### src/rtl/fetch_unit.sv
// Instruction fetch stage: PC register, combinational I-memory address, and a small
// in-order {pc, instr} queue that feeds decode through a valid/ready handshake.
module fetch_unit #(
  parameter logic [31:0] RESET_PC = 32'h0000_0000,
  parameter int          DEPTH    = 2
) (
  input  logic        clk_i,
  input  logic        rst_i,
  output logic [31:0] pc_addr_o,
  input  logic [31:0] instr_i,
  input  logic        redirect_i,
  input  logic [31:0] redirect_pc_i,
  output logic        instr_valid_o,
  output logic [31:0] instr_o,
  output logic [31:0] pc_o,
  output logic [31:0] pc_plus4_o,
  input  logic        instr_ready_i
);

  localparam int PTR_W = $clog2(DEPTH);
  localparam int CNT_W = $clog2(DEPTH + 1);
  localparam logic [CNT_W-1:0] FULL_CNT = CNT_W'(DEPTH);
  localparam logic [PTR_W-1:0] LAST_PTR = PTR_W'(DEPTH - 1);

  generate
    if (DEPTH < 2 || DEPTH > 8) begin : g_bad_depth
      $error("fetch_unit: DEPTH must be in 2..8");
    end
    if (RESET_PC[1:0] != 2'b00) begin : g_bad_reset_pc
      $error("fetch_unit: RESET_PC must be word aligned");
    end
  endgenerate

  logic [31:0]      pc_q;
  logic [31:0]      q_pc    [DEPTH];
  logic [31:0]      q_instr [DEPTH];
  logic [PTR_W-1:0] rd_ptr;
  logic [PTR_W-1:0] wr_ptr;
  logic [CNT_W-1:0] count;
  logic             full;
  logic             pop;
  logic             push;

  // Pointers wrap modulo DEPTH, which need not be a power of two.
  function automatic logic [PTR_W-1:0] ptr_next(input logic [PTR_W-1:0] p);
    return (p == LAST_PTR) ? '0 : p + PTR_W'(1);
  endfunction

  function automatic logic [31:0] pc_inc(input logic [31:0] p);
    return p + 32'd4;
  endfunction

  assign full          = (count == FULL_CNT);
  assign instr_valid_o = (count != '0);
  assign pop           = instr_valid_o & instr_ready_i;
  assign push          = ~redirect_i & (~full | pop);

  assign pc_addr_o  = pc_q;
  assign instr_o    = q_instr[rd_ptr];
  assign pc_o       = q_pc[rd_ptr];
  assign pc_plus4_o = pc_inc(pc_o);

  always_ff @(posedge clk_i or negedge rst_i) begin
    if (!rst_i) begin
      pc_q   <= RESET_PC;
      rd_ptr <= '0;
      wr_ptr <= '0;
      count  <= '0;
      for (int i = 0; i < DEPTH; i++) begin
        q_pc[i]    <= '0;
        q_instr[i] <= '0;
      end
    end else if (redirect_i) begin
      // A same-cycle pop is consumed by decode but leaves no trace here.
      pc_q   <= {redirect_pc_i[31:2], 2'b00};
      rd_ptr <= '0;
      wr_ptr <= '0;
      count  <= '0;
    end else begin
      if (push) begin
        q_pc[wr_ptr]    <= pc_q;
        q_instr[wr_ptr] <= instr_i;
        wr_ptr          <= ptr_next(wr_ptr);
        pc_q            <= pc_inc(pc_q);
      end
      if (pop) begin
        rd_ptr <= ptr_next(rd_ptr);
      end
      case ({push, pop})
        2'b10:   count <= count + CNT_W'(1);
        2'b01:   count <= count - CNT_W'(1);
        default: count <= count;
      endcase
    end
  end

endmodule

### config.mk
export PLATFORM = sky130hd
export DESIGN_NAME = fetch_unit
export DESIGN_NICKNAME = d
export VERILOG_FILES = /design/src/rtl/fetch_unit.sv
export SDC_FILE = /design/constraint.sdc
export NUM_CORES = 1
export LEC_CHECK = 0
export CAP_MARGIN = 40
export CELL_PAD_IN_SITES_DETAIL_PLACEMENT = 0
export CELL_PAD_IN_SITES_GLOBAL_PLACEMENT = 1
export CORE_AREA = 2 2 127 160
export CTS_CLUSTER_DIAMETER = 60
export DETAILED_ROUTE_END_ITERATION = 8
export DIE_AREA = 0 0 129 162
export PLACE_DENSITY = 0.88
export SYNTH_ARGS = -nofsm -noshare
export SYNTH_HDL_FRONTEND = slang
export SYNTH_SLANG_ARGS = --single-unit
### constraint.sdc
create_clock -name clk_i -period 5 [get_ports clk_i]
set_clock_uncertainty 0.2 [all_clocks]
set_input_delay 0.75 -clock clk_i [delete_from_list [all_inputs] [get_ports clk_i]]
set_output_delay 0.75 -clock clk_i [all_outputs]
set_load 0.05 [all_outputs]
==> results.rst <==
.. list-table::
   :header-rows: 1

   * - Metric
     - Value
   * - Final layout net count
     - 908
   * - Netlist cell types
     - 48
   * - Clock tree from TritonCTS
     - built
   * - Fraction of power consumed by sequential logic
     - 33.7%
   * - Power Internal
     - 0.00320 W
   * - Cell taking the most area after synthesis
     - dfrtp_1
   * - Vias in the first global route
     - 5704
   * - Seq/Total Area, Yosys
     - 49.5%
   * - Number of setup violations in the final report
     - 0
   * - Clock-pin slew on the worst setup and hold paths
     - 0.06 ns
   * - Max clock buf depth
     - 2
   * - Number of placement rows
     - 57
   * - DRC violation total after the first TritonRoute iteration
     - 263
   * - Proportion of power drawn by the clock network
     - 24.2%
   * - Global route total overflow
     - 0
   * - Combinational group share of total power
     - 42.1%
   * - Ports placed on the boundary
     - 197
   * - First-pass GRT wire length
     - 30300 µm
   * - Clock Sink Count
     - 158
   * - Fraction of layout cells with a size suffix above 1
     - 28.5%
   * - Insertion delay of the later-clocked pin in the worst-skew pair
     - 0.41 ns
   * - Drt total wl
     - 19000 µm
   * - Worst Setup Path Type
     - flop to output pin
   * - Pins Over Slew Limit
     - 0
   * - Hold buffer count at CTS
     - 0
   * - Antenna viol nets, final
     - 0
   * - Upper clock frequency limit
     - 0.222 GHz
   * - Data required time of the critical path
     - 4.05 ns
   * - Share of the synthesized area in the top cell type
     - 49.5%
   * - Weighted congestion reported at the end of routability-driven placement
     - 0.771
   * - Switch Pwr
     - 0.00209 W
   * - Switching portion of total power
     - 39.4%
   * - Number of antenna violations at the first check in global routing
     - 1
   * - Number of filler cells placed in the layout
     - 1722
   * - Max-slew headroom
     - 44.7%
   * - Portion of the clock cycle consumed by the worst path in the final layout
     - 90.3%
   * - Number of vias in the routed layout
     - 5632
   * - Number of vias per cell after detailed routing
     - 5.05
   * - Number of H-tree levels
     - 4
   * - Number of detailed-routing iterations run before antenna repair
     - 4
   * - Static Leakage
     - 4.37 nW
   * - Max Fanout on Critical Path
     - 38
   * - Maximum number of pins on one net before global-route repair
     - 70
   * - Hpwl dp
     - 13300 µm
   * - Area of the multi-input gates
     - 3810 µm²
   * - Combined global-route utilization of all metal layers
     - 18.6%
   * - Sequential cell area in the final layout
     - 3960 µm²
   * - Mapped Cells
     - 652
   * - Kind of start point of the critical path
     - flop
   * - Initial Util
     - 41.3%
   * - Post-DR wirelength/cell
     - 17.1 µm
   * - Master cell of the clock root buffer
     - clkbuf_16
   * - Max-cap violations
     - 0
   * - Cell types occupying the most area after synthesis
     - dfrtp_1 (50%), mux2_2 (25%), xor2_1 (4.0%), nand2_1 (2.6%), xnor2_1 (2.3%)
   * - Average size of a mapped cell
     - 12.2 µm²
   * - DRC violations left
     - 0
   * - Worst-margin pin slew
     - 0.823 ns
   * - Largest vdd supply drop
     - 333 µV
   * - # port buffers
     - 188
   * - Result of the run
     - complete, no violations
   * - Final count of hold timing violations
     - 0
   * - WHS
     - 0.138 ns
   * - Flops & latches, synth
     - 158
   * - Post-CTS Setup Repair Bufs
     - 0
   * - Setup crit end kind
     - output pin
   * - Number of clock buffers inserted by TritonCTS
     - 17
   * - Ys Warns
     - 0
   * - Layout Area Growth over Synthesis
     - 34.0%
   * - Crit path arrival time
     - 3.56 ns
   * - Total power density per cell area
     - 495 nW/µm²
   * - Final core occ
     - 55.3%
   * - Final critical delay including setup and external delays
     - 4.51 ns
   * - Chip height
     - 162 µm
   * - Total standard cell area after synthesis
     - 7980 µm²
   * - Type of the worst min-delay path
     - input pin to asynchronous set/reset pin
   * - Fin Setup TNS
     - 0 ns
   * - Area of the die
     - 20900 µm²
   * - Core region area
     - 19300 µm²
   * - Post-cts resize count
     - 0
   * - Die Wd
     - 129 µm
   * - RSZ-0062 raised after global routing
     - no
[metrics by stage]
step,total power (W),cells,area [µm²],worst slack [ns]
after global routing,0.00552,1116,10700,0.264
after CTS,0.00535,1115,10700,0.433
final,0.00529,1116,10700,0.487
after detailed placement,0.00405,1084,10100,0.896
after floorplan,0.00333,657,8000,0.183
after global placement,0.00401,1084,10100,0.889
[cells in the final DEF (no fill, tap or decap), drive strengths merged, types with 9 or more instances in the layout]
cell	instances
buf	15
clkbuf	22
clkdlybuf4s50	185
dfrtp	158
inv	15
mux2	178
mux2i	9
nand2	56
nand3	27
nand4	12
nor2	14
nor3	13
o21ai	30
xnor2	21
xor2	36
[final timing paths]
kind / start / end / slack, ns / cells after the start
setup / recovery: rd_ptr / pc_plus4_o[29] / 0.49 / 7
hold / removal: rst_i / pc_addr_o[2] / 0.14 / 1
setup reg to reg: count[1] / pc_addr_o[16] / 2.59 / 6
hold reg to reg: q_instr[57] / q_instr[57] / 0.30 / 1
max in group asynchronous: rst_i / q_instr[9] / 3.38 / 2
min in group clk_i: q_instr[57] / q_instr[57] / 0.30 / 1
[per-layer routing]
layer	wire, µm	part of all wire [%]	global-route usage [%]
met5	0	0	0
met4	346	1.8	6.03
met3	910	4.8	4.71
met2	9780	51	32.0
met1	8010	42	22.9
[sequential cells by signal, summed over array words and instances (netlist names)]
signal and cells:
count 2, q_pc 60, rd_ptr 1, wr_ptr 1
q_instr 64, pc_addr_o 30
[worst max-delay path, cell delays in order, from the launching register on]
cell	delay [ns]
dfrtp_4	0.72
buf_4	0.34
nand4_1	0.21
a221oi_4	0.35
nand4_4	0.21
nor3b_1	0.32
xor2_1	0.17
clkdlybuf4s50_1	0.81
[cells in the mapped netlist, drive strengths merged]
library cell and instances:
mux2i 9, nand2b 1, and2 1, nor4 3, nand4b 4, ha 2, a22oi 1, o32ai 1
a21oi 5, and4b 1, buf 30, nand3 27, xnor2 21, nand4 12, or2 1, nor4b 1
a31oi 3, a221oi 1, and3 6, conb 1, nand3b 3, nor3b 4, xor2 36, o22ai 1
nand2 56, clkbuf 8, mux2 178, o21ai 30, nor2b 3, nor3 13, inv 13, a211oi 1
a2bb2oi 1, nor2 14, and4 2, dfrtp 158
[cell families (layout without fill, tap and decap cells)]
group	count (synthesis)	in the layout	share of synthesized area, %
compound gates	44	44	3.42
xor+xnor	57	57	6.25
fa+ha+maj	2	2	0.313
buf+inv	51	244	3.34
flops	158	158	49.5
mux	187	187	26.2
other cells	1	7	0.0470
simple gates	152	152	10.8
[power by group through the flow]
stage | registers (W) | logic, W | clock network [W]
2_1_floorplan | 0.00181 | 0.00152 | 0
3_3_place_gp | 0.00179 | 0.00223 | 0
3_5_place_dp | 0.00180 | 0.00224 | 0
4_1_cts | 0.00178 | 0.00225 | 0.00132
5_1_grt | 0.00182 | 0.00234 | 0.00136
6_report | 0.00178 | 0.00223 | 0.00128
[area by class of cell]
type	count	area share, %
sequential	158	37.0
multi-input combinational	448	35.6
timing repair buffer	200	18.4
clock buffer	22	4.43
tap	265	3.10
clock inverter	9	1.02
inverter	13	0.456
antenna	1	0.0234
Note: power is estimated with default switching activity, not from simulation.
